File: src/rtl/wb_sdram_bridge.sv
// Wishbone-classic slave to SDRAM controller bridge with a registered request/ack handshake.
// Define WB_SDRAM_RCACHE_EN to add a 4-entry direct-mapped read cache.
module wb_sdram_bridge #(
  parameter int                ADDR_W     = 24,
  parameter int                DATA_W     = 16,
  parameter logic [ADDR_W-1:0] SDRAM_BASE = 24'h100000,
  parameter logic [ADDR_W-1:0] SDRAM_END  = 24'hffdfff,
  parameter int                TMO_CYC    = 255
) (
  input  logic              i_clk,
  input  logic              i_rst,
  input  logic              wb_cyc,
  input  logic              wb_stb,
  input  logic              wb_we,
  input  logic [ADDR_W-1:0] wb_adr,
  input  logic [1:0]        wb_sel,
  input  logic [DATA_W-1:0] wb_i_dat,
  output logic [DATA_W-1:0] wb_o_dat,
  output logic              wb_ack,
  output logic              wb_err,
  output logic [ADDR_W-1:0] c_addr,
  output logic [DATA_W-1:0] c_data_in,
  output logic [1:0]        c_addr_sel,
  output logic              c_read_req,
  output logic              c_write_req,
  input  logic              c_cack,
  input  logic              c_read_ready,
  input  logic              c_busy,
  input  logic [31:0]       c_data_out
);

  typedef enum logic [2:0] {IDLE, REQ, RDWAIT, RESP, DRAIN} state_t;

  localparam logic [7:0] TMO_LAST = 8'(TMO_CYC - 1);

  state_t            state_q, state_d;
  logic [ADDR_W-1:0] adr_q, adr_d;
  logic [DATA_W-1:0] dat_q, dat_d;
  logic [DATA_W-1:0] rdat_q, rdat_d;
  logic [1:0]        sel_q, sel_d;
  logic              we_q, we_d, rd_q, rd_d, wr_q, wr_d, ack_q, ack_d, err_q, err_d;
  logic [7:0]        tmo_q, tmo_d;
  logic              in_win, accept, tmo_hit, cache_hit, fill_en, inval_en;
  logic [DATA_W-1:0] cache_rdat;
  logic              unused_in;

  assign in_win  = (wb_adr >= SDRAM_BASE) && (wb_adr <= SDRAM_END);
  // The master still holds stb during the err cycle; do not take it twice.
  assign accept  = wb_cyc && wb_stb && !err_q;
  assign tmo_hit = (tmo_q == TMO_LAST);
  assign unused_in = &{1'b0, c_busy, c_data_out[31:DATA_W]};

  always_comb begin
    state_d  = state_q;
    adr_d    = adr_q;
    dat_d    = dat_q;
    sel_d    = sel_q;
    we_d     = we_q;
    rd_d     = rd_q;
    wr_d     = wr_q;
    rdat_d   = rdat_q;
    ack_d    = 1'b0;
    err_d    = 1'b0;
    tmo_d    = tmo_q + 8'd1;
    fill_en  = 1'b0;
    inval_en = 1'b0;
    case (state_q)
      IDLE: begin
        tmo_d = '0;
        if (accept) begin
          if (!in_win) begin
            err_d = 1'b1;
          end else begin
            adr_d    = wb_adr;
            dat_d    = wb_i_dat;
            sel_d    = wb_sel;
            we_d     = wb_we;
            inval_en = wb_we;
            if (!wb_we && cache_hit) begin
              rdat_d  = cache_rdat;
              ack_d   = 1'b1;
              state_d = RESP;
            end else begin
              rd_d    = !wb_we;
              wr_d    = wb_we;
              state_d = REQ;
            end
          end
        end
      end
      REQ: begin
        if (c_cack) begin
          rd_d  = 1'b0;
          wr_d  = 1'b0;
          tmo_d = '0;
          if (we_q || c_read_ready) begin
            if (!wb_cyc) begin
              state_d = IDLE;
            end else begin
              state_d = RESP;
              ack_d   = 1'b1;
              if (!we_q) begin
                rdat_d  = c_data_out[DATA_W-1:0];
                fill_en = 1'b1;
              end
            end
          end else begin
            state_d = wb_cyc ? RDWAIT : DRAIN;
          end
        end else if (!wb_cyc) begin
          state_d = DRAIN;
          tmo_d   = '0;
        end else if (tmo_hit) begin
          rd_d    = 1'b0;
          wr_d    = 1'b0;
          err_d   = 1'b1;
          state_d = IDLE;
        end
      end
      RDWAIT: begin
        if (c_read_ready) begin
          if (!wb_cyc) begin
            state_d = IDLE;
          end else begin
            rdat_d  = c_data_out[DATA_W-1:0];
            fill_en = 1'b1;
            ack_d   = 1'b1;
            state_d = RESP;
          end
        end else if (!wb_cyc) begin
          state_d = DRAIN;
          tmo_d   = '0;
        end else if (tmo_hit) begin
          err_d   = 1'b1;
          state_d = IDLE;
        end
      end
      RESP: state_d = IDLE;
      DRAIN: begin
        // Finish the abandoned controller handshake silently; the timer only guards a dead controller.
        if (rd_q || wr_q) begin
          if (c_cack) begin
            rd_d = 1'b0;
            wr_d = 1'b0;
            if (we_q || c_read_ready) state_d = IDLE;
          end else if (tmo_hit) begin
            rd_d    = 1'b0;
            wr_d    = 1'b0;
            state_d = IDLE;
          end
        end else if (c_read_ready || tmo_hit) begin
          state_d = IDLE;
        end
      end
      default: state_d = IDLE;
    endcase
  end

  always_ff @(posedge i_clk) begin
    if (i_rst) begin
      state_q <= IDLE;
      adr_q   <= '0;
      dat_q   <= '0;
      sel_q   <= '0;
      we_q    <= 1'b0;
      rd_q    <= 1'b0;
      wr_q    <= 1'b0;
      rdat_q  <= '0;
      ack_q   <= 1'b0;
      err_q   <= 1'b0;
      tmo_q   <= '0;
    end else begin
      state_q <= state_d;
      adr_q   <= adr_d;
      dat_q   <= dat_d;
      sel_q   <= sel_d;
      we_q    <= we_d;
      rd_q    <= rd_d;
      wr_q    <= wr_d;
      rdat_q  <= rdat_d;
      ack_q   <= ack_d;
      err_q   <= err_d;
      tmo_q   <= tmo_d;
    end
  end

`ifdef WB_SDRAM_RCACHE_EN
  logic              vld_q  [4];
  logic              vld_d  [4];
  logic [ADDR_W-3:0] tag_q  [4];
  logic [ADDR_W-3:0] tag_d  [4];
  logic [DATA_W-1:0] cdat_q [4];
  logic [DATA_W-1:0] cdat_d [4];

  assign cache_hit  = vld_q[wb_adr[1:0]] && (tag_q[wb_adr[1:0]] == wb_adr[ADDR_W-1:2]);
  assign cache_rdat = cdat_q[wb_adr[1:0]];

  always_comb begin
    vld_d  = vld_q;
    tag_d  = tag_q;
    cdat_d = cdat_q;
    if (inval_en && cache_hit) vld_d[wb_adr[1:0]] = 1'b0;
    if (fill_en) begin
      vld_d[adr_q[1:0]]  = 1'b1;
      tag_d[adr_q[1:0]]  = adr_q[ADDR_W-1:2];
      cdat_d[adr_q[1:0]] = c_data_out[DATA_W-1:0];
    end
  end

  for (genvar gi = 0; gi < 4; gi++) begin : g_line
    always_ff @(posedge i_clk) begin
      if (i_rst) vld_q[gi] <= 1'b0;
      else       vld_q[gi] <= vld_d[gi];
      tag_q[gi]  <= tag_d[gi];
      cdat_q[gi] <= cdat_d[gi];
    end
  end
`else
  logic unused_cache;
  assign cache_hit    = 1'b0;
  assign cache_rdat   = '0;
  assign unused_cache = &{1'b0, fill_en, inval_en};
`endif

  assign c_addr      = adr_q;
  assign c_data_in   = dat_q;
  assign c_addr_sel  = sel_q;
  assign c_read_req  = rd_q;
  assign c_write_req = wr_q;
  assign wb_o_dat    = rdat_q;
  assign wb_ack      = ack_q;
  assign wb_err      = err_q;

endmodule

File: config.mk
export PLATFORM = sky130hd
export DESIGN_NAME = wb_sdram_bridge
export DESIGN_NICKNAME = d
export VERILOG_FILES = /design/src/rtl/wb_sdram_bridge.sv
export SDC_FILE = /design/constraint.sdc
export NUM_CORES = 1
export LEC_CHECK = 0
export ABC_AREA = 0
export CORE_ASPECT_RATIO = 1.5
export CORE_MARGIN = 2
export CORE_UTILIZATION = 25
export DETAILED_ROUTE_END_ITERATION = 10
export GPL_ROUTABILITY_DRIVEN = 0
export HOLD_SLACK_MARGIN = 0.15
export PLACE_DENSITY_LB_ADDON = 0.12
export SLEW_MARGIN = 10
export SYNTH_ARGS = -nofsm -noshare
export SYNTH_HDL_FRONTEND = slang
export SYNTH_SLANG_ARGS = --single-unit
File: constraint.sdc
create_clock -name i_clk -period 1.6 [get_ports i_clk]
set_input_delay 0.32 -clock i_clk [delete_from_list [all_inputs] [get_ports i_clk]]
set_output_delay 0.32 -clock i_clk [all_outputs]
set_load 0.005 [all_outputs]
After elaboration in Yosys (flattened, before gate mapping)
Cells that the tools add are included.
Cells by class
  add/sub/neg operators: 1
  order comparisons: 2
  equal/unequal tests: 16
  mux-type cells: 53
  reductions and logical operators: 15
Operators with widths (count)
  2-to-1 mux 16 bit: 6
  2-to-1 mux 3 bit: 12
  one-hot mux 16 bit (2 select lines): 1
  >= comparator 24 x 21 -> 1 bit (second input constant): 1
  <= comparator 24 bit (second input constant): 1
  2-to-1 mux 1 bit: 24
  2-to-1 mux 8 bit: 3
  one-hot mux 8 bit (3 select lines): 1
  != test 2 bit (second input constant): 9
  one-hot mux 3 bit (4 select lines): 1
  one-hot mux 1 bit (3 select lines): 3
  adder 8 x 1 -> 8 bit (second input constant): 1
  equality test 8 bit (second input constant): 1
  AND reduction 7 bit: 1
  != test 3 bit (second input constant): 2
  AND reduction 5 bit: 1
  != test 4 bit (second input constant): 1
  AND reduction 4 bit: 1
  equality test 3 x 1 -> 1 bit (second input constant): 1
  equality test 3 x 2 -> 1 bit (second input constant): 1
  equality test 3 bit (second input constant): 1
  logical AND 1 bit: 3
  zero test 3 bit: 1
  logical OR 1 bit: 3
  other kinds (6): 7
Word-level totals
  register bits after elaboration: 74
  bits of input ports: 82
  output and inout port bits: 62
  word-level logic and storage cells: 98

Depth between registers and ports, before layout
Gate-level depths: netlist (run 1).
  depth after elaboration: 5
  depth in mapped cells: 7

Worst setup path after synthesis (run 1)
Ideal clock, no wire load.
  path type: reg2reg
  start point: register state_q[2]
  end point: register adr_q[14] (netlist: c_addr[14])
  data arrival time: 1.523 ns
  slack: -0.055 ns
  stages on the path, launching flop included: 7
  period minus slack after synthesis: 1.655 ns
  cells stage by stage: dfxtp_1 or3_4 or3_1 buf_6 buf_6 o21ai_1 a21oi_1
Between the ends
  cells in the longest elaborated chain, start to end: 2
Ends and longest elaborated chain
  start, declared: line 36  | state_t state_q, state_d;
  start signal, assigned: line 173  | state_q <= state_d;
  zero test 3 bit: line 67  | case (state_q)
  AND reduction 3 bit (no source line)
  end signal, assigned: line 174  | adr_q <= adr_d;
  end, declared: line 37  | logic [ADDR_W-1:0] adr_q, adr_d;
No other way between the ends.
A chain may end at the register's enable or synchronous reset.

Worst setup path in the final report (run 1)
  start point: register state_q[0]
  end point: register adr_q[9] (netlist: c_addr[9])
The elaborated chain is that of the path after synthesis.

==> results.py, run 1 <==
metrics = {
    "min_path": {
        "whs_endpoint": "we_q",
        "hold-path-cell-count": 2,
        "hp-start": "i_rst",
        "min_path_type": "in2reg",
    },
    "sta": {
        "report.final.slew_viol_count": 0,
        "post-route-period-util": 1.02,
        "final.min_clock_period_ns": 1.63,
        "rsz0062_at_grt": "yes",
        "fin_ws_ns": -0.0304,
        "maxSlewHeadroom": 0.738,
        "hold_viol": 0,
        "tightest_slew_ns": 0.388,
        "max_freq_mhz": 613,
        "clock_skew_ns": 0.00362,
        "setup_viol": 39,
    },
    "detailed_routing": {
        "drt_iter0_drc": 83,
        "firstDrtPassIters": 4,
        "drc": 0,
        "drt-total-wl_mm": 10.6,
        "ant_nets": 0,
        "via_count": 3332,
        "viasPerCell": 4.81,
        "wire_per_inst_um": 15.3,
    },
    "worst_setup_path": {
        "r2r_slack_ns": -0.03,
        "cp_max_fo": 15,
        "r2r_cells": 5,
        "cp_slowest_cell": "or3_4",
        "cp_slowest_stage_delay_ns": 0.41,
        "path_cells": "or3_4, or3_4, buf_6, o21ai_1, a21oi_1",
        "cpMostUsedCell": "or3_4",
        "critPathLaunchType": "register",
        "r2r_end": "c_addr[9]",
        "critical_path_class": "reg2reg",
        "end_kind": "register",
        "r2r_start": "state_q[0]",
        "worst_ep_arrival_time_ns": 1.85,
        "cp_top_family": "simple AND/OR/NAND/NOR gates",
        "path_buf_inv": 1,
        "crit_required_ns": 1.81,
    },
    "synthesis": {
        "yosys-top-cells-area": "dfxtp_1, nand3_1, a21oi_1, o21ai_1, mux2i_1",
        "yosysTopAreaCellShare": 0.464,
        "synth_commonest_cells": "dfxtp_1, nand3_1, a21oi_1",
        "synth-edff-count": 0,
        "yosysWarningCount": 0,
        "ys_async_sr_fraction": 0,
        "yosysUniqueCellTypes": 49,
        "postSynthCellCount": 368,
        "yosysSeqAreaShare": 0.464,
        "synth_most_common_cell": "dfxtp_1",
        "yosysTopAreaCell": "dfxtp_1",
        "syn_nets": 452,
        "syn_avg_cell_area_sq_um": 8.67,
        "synth-seq-cells": 74,
        "syn-cell-area_sq_mm": 0.00319,
        "dominantRegCellSynth": "dfxtp_1",
    },
    "power_and_ir_drop": {
        "leakage_nw": 2.04,
        "power_density_mw_per_mm2": 843,
        "max-vdd-ir-drop_mv": 0.532,
    },
    "final_layout": {
        "drive_gt1_frac": 0.222,
        "nets": 616,
        "antenna-diode-count": 0,
        "fillers": 1215,
        "final_util": 0.447,
        "fin_area_sq_mm": 0.00557,
        "area_delta_synth_final_pct": 74.6,
    },
    "global_routing": {
        "antenna_found_initial": 0,
        "grt_overflow": 0,
        "grtUsageTotal": 0.150,
        "grt_max_degree": 29,
        "grt_pass1_vias": 3225,
        "grt_first_pass_wirelength_mm": 16.0,
    },
    "outcome": {
        "violations": "setup timing",
        "status": "complete, but fails checks",
    },
    "clock_tree": {
        "cts_htree_levels": 3,
        "cts_hold_buffers": 0,
        "cts_tree": "built",
        "clk_pin_slew_ns": 0.06,
        "clk-insertion-delay-late_ns": 0.33,
        "numCtsBuffers": 9,
        "cts_sinks": 74,
        "clockBufferDepth": 2,
        "ctsRootBufferMaster": "clkbuf_16",
    },
    "place": {
        "hpwl_mm": 7.43,
        "dp_slack_ns": -0.467,
        "postPlaceCellArea_sq_mm": 0.00490,
        "io_buffer_count": 126,
    },
    "floorplan": {
        "rows": 50,
        "die_w_um": 96.2,
        "die_area_sq_mm": 0.0137,
        "io_pins": 144,
        "die_h_um": 142,
        "start_util": 0.256,
        "core_sq_mm": 0.0124,
    },
    "job": {
        "drv_cap": 0,
    },
}
final cells by class:
type,instances,area (sq um),area share
well taps,156,195,0.0350
repair buffers,185,1870,0.335
inverters,2,7.51,0.00135
flip-flops and latches,74,1490,0.267
clock inverters,6,42.5,0.00764
clock buffers,10,229,0.0411
multi-input cells,260,1740,0.313
per-stage QoR:
step	hold slack, ns	cells	power (mW)	TNS [ns]
after floorplan	0.441	368	2.32	-0.994
after global placement	0.462	666	2.78	-26.42
after detailed placement	0.465	666	2.78	-27.57
after CTS	0.326	689	4.72	-0.334
after global routing	0.363	693	4.92	-3.96
final	0.337	693	4.70	-0.410
worst reg2reg max path: cells and delay by family, from the launching register on:
| kind | cells | cell delay (ns) |
|---|---|---|
| compound gates | 2 | 0.22 |
| flops | 1 | 0.32 |
| buf+inv | 1 | 0.18 |
| simple gates | 2 | 0.79 |
cell families after synthesis:
kind of cell             synth area share
XOR/XNOR                           0.0192
buffers and inverters              0.0565
multiplexers                       0.0502
AO/OA/AOI/OAI                       0.200
AND/OR/NAND/NOR                     0.198
flip-flops                          0.464
adder cells (fa/ha/maj)            0.0110
power breakdown:
| part | switching [mW] | internal (mW) |
|---|---|---|
| Combinational | 0.356 | 0.524 |
| Sequential | 0.0475 | 1.93 |
| Clock | 0.792 | 1.05 |
registers in the layout (all words and copies together), names as in the netlist:
signal and count:
tmo_q 8, c_write_req 1, wb_o_dat 16, wb_err 1, c_addr_sel 2, c_read_req 1, we_q 1, state_q 3
wb_ack 1, c_data_in 16, c_addr 24
metal layers:
layer	wire length (um)	vias up	share of wire	global-route usage
met3	588	13	0.056	0.0376
li1	-	1658	-	-
met1	4190	1563	0.40	0.168
met5	0	-	0	0
met4	205	0	0.019	0.0617
met2	5590	98	0.53	0.266
placed cells by master, fill, tap and decap left out, types with 3 or more instances in the layout:
cell	n
a21oi_1	42
a21oi_2	4
buf_12	5
buf_4	38
buf_6	11
clkbuf_16	11
clkdlybuf4s50_1	114
dfxtp_1	69
dfxtp_2	5
dlygate4sd2_1	3
dlymetal6s2s_1	8
mux2i_1	15
nand2_1	6
nand3_1	40
nand3_2	6
nand4_1	5
nor2_1	34
nor2b_1	4
o21ai_1	39
o21ai_2	6
o21bai_1	3
or3_4	3
or4b_4	3
xnor2_1	4
xor2_1	3
worst max-delay path by stage:
stage / start / endpoint / slack, ns / depth (start not counted)
after global placement: wb_cyc / c_addr_sel[1] / -0.46 / 6
after global routing: state_q[0] / c_data_in[4] / -0.12 / 7
after CTS: state_q[0] / c_addr[19] / -0.04 / 6
final: state_q[0] / c_addr[9] / -0.03 / 5
after floorplan: state_q[0] / c_addr[14] / -0.02 / 6
after detailed placement: wb_cyc / c_addr_sel[1] / -0.47 / 6
timing repair:
| item | CTS | global route |
|---|---|---|
| buffers inserted | 5 | 2 |
| setup endpoints to repair | 65 | 64 |
| pin swaps | 8 | 20 |
| gates cloned | 2 | 2 |
| resized for setup | 31 | 45 |
No activity file was read; power rests on OpenSTA's default activity.
==> run 2, diff against run 1 <==
Settings changed: SKIP_LAST_GASP from default to 1, SLEW_MARGIN 10 to 30.
==> results.py, run 2 (synthesized netlist as in run 1, its figures left out) <==
metrics = {
    "outcome": {
        "status": "complete, but fails checks",
        "violations": "setup timing",
    },
    "sta": {
        "clock_skew_ns": 0.00372,
        "post-route-period-util": 1.03,
        "fin_ws_ns": -0.0538,
        "report.final.slew_viol_count": 0,
        "maxSlewHeadroom": 0.752,
        "setup_viol": 39,
        "rsz0062_at_grt": "yes",
        "hold_viol": 0,
        "final.min_clock_period_ns": 1.65,
        "tightest_slew_ns": 0.367,
        "max_freq_mhz": 605,
        "whs_ns": 0.315,
    },
    "detailed_routing": {
        "via_count": 3350,
        "viasPerCell": 4.81,
        "firstDrtPassIters": 4,
        "drt-total-wl_mm": 10.9,
        "wire_per_inst_um": 15.6,
        "drc": 0,
        "drt_iter0_drc": 106,
        "ant_nets": 0,
    },
    "floorplan": {
        "start_util": 0.256,
        "die_h_um": 142,
        "die_area_sq_mm": 0.0137,
        "rows": 50,
        "core_sq_mm": 0.0124,
        "io_pins": 144,
        "die_w_um": 96.2,
    },
    "clock_tree": {
        "clk-insertion-delay-late_ns": 0.33,
        "clk_pin_slew_ns": 0.06,
        "cts_htree_levels": 3,
        "cts_sinks": 74,
        "numCtsBuffers": 9,
        "cts_tree": "built",
        "clockBufferDepth": 2,
        "cts_hold_buffers": 0,
        "ctsRootBufferMaster": "clkbuf_16",
    },
    "job": {
        "drv_cap": 0,
    },
    "worst_setup_path": {
        "cp_slowest_stage_delay_ns": 0.42,
        "r2r_cells": 5,
        "cp_max_fo": 27,
        "path_cells": "or3_4, or3_4, buf_12, o21ai_1, a21oi_1",
        "cpMostUsedCell": "or3_4",
        "critical_path_class": "reg2reg",
        "critPathLaunchType": "register",
        "crit_required_ns": 1.81,
        "end_kind": "register",
        "worst_ep_arrival_time_ns": 1.87,
        "cp_slowest_cell": "or3_4",
    },
    "place": {
        "hpwl_mm": 7.43,
        "dp_slack_ns": -0.467,
        "io_buffer_count": 126,
        "dp_cells": 666,
    },
    "final_layout": {
        "final_common_cell": "clkdlybuf4s50_1",
        "final_cells": 696,
        "nets": 619,
        "final_cell_mix": "clkdlybuf4s50_1, dfxtp_1, a21oi_1",
        "final_util": 0.452,
        "area_delta_synth_final_pct": 76.2,
        "fillers": 1228,
        "drive_gt1_frac": 0.233,
        "largest_register_ffs": 24,
        "antenna-diode-count": 0,
    },
    "global_routing": {
        "grt_pass1_vias": 3214,
        "grt_first_pass_wirelength_mm": 16.0,
        "grt_overflow": 0,
        "met3_usage": 0.0376,
        "antenna_found_initial": 0,
        "gr-usage-met1": 0.168,
        "grt_max_degree": 29,
        "grtUsageTotal": 0.150,
        "grt_most_used_layer": "met2",
        "met2_usage": 0.265,
    },
    "min_path": {
        "hold-path-cell-count": 2,
        "min_path_type": "in2reg",
    },
    "power_and_ir_drop": {
        "max-vdd-ir-drop_mv": 0.543,
        "power_density_mw_per_mm2": 839,
        "leakage_nw": 2.06,
    },
}
==> run 2: layout make-up <==
cell class	instances	area (sq um)	share of cell area
Clock inverter	6	42.5	0.00757
Clock buffer	10	229	0.0407
Multi-Input combinational cell	260	1740	0.310
Inverter	2	7.51	0.00134
Timing Repair Buffer	188	1920	0.341
Tap cell	156	195	0.0347
Sequential cell	74	1490	0.265
==> run 2: final timing paths <==
path / from / to / slack (ns)
hold reg to reg: c_addr[5] / c_addr[5] / 0.46
hold / removal: i_rst / we_q / 0.32
setup reg to reg: state_q[0] / c_data_in[6] / -0.05
setup / recovery: state_q[0] / c_data_in[6] / -0.05
==> run 2: worst max-delay path: cells and delay by family (launching register included) <==
kind	cells	cell delay [ns]
AO/OA/AOI/OAI	2	0.23
buffers and inverters	1	0.18
flip-flops	1	0.32
AND/OR/NAND/NOR	2	0.80
==> run 2: metrics by stage <==
stage | area (sq um) | TNS (ns) | power, mW
after floorplan | 3200 | -0.994 | 2.32
after global placement | 4900 | -26.42 | 2.78
after detailed placement | 4900 | -27.57 | 2.78
after CTS | 5330 | -0.430 | 4.71
after global routing | 5620 | -4.18 | 4.93
final | 5620 | -0.832 | 4.72
==> run 2: where the power goes <==
group	switching [mW]	internal [mW]
combinational	0.362	0.531
clock	0.798	1.05
sequential	0.0471	1.93
==> run 2: repair_timing <==
action	4_1_cts	5_1_grt
pin swaps	8	26
gates resized for setup	26	54
cloned	2	4
setup buffers	5	3
endpoints found under the setup margin	65	64
==> run 2: metal layers <==
metal	vias to the layer above	share of wire
li1	1655	-
met2	104	0.53
met4	0	0.015
met1	1581	0.39
met5	-	0
met3	10	0.057
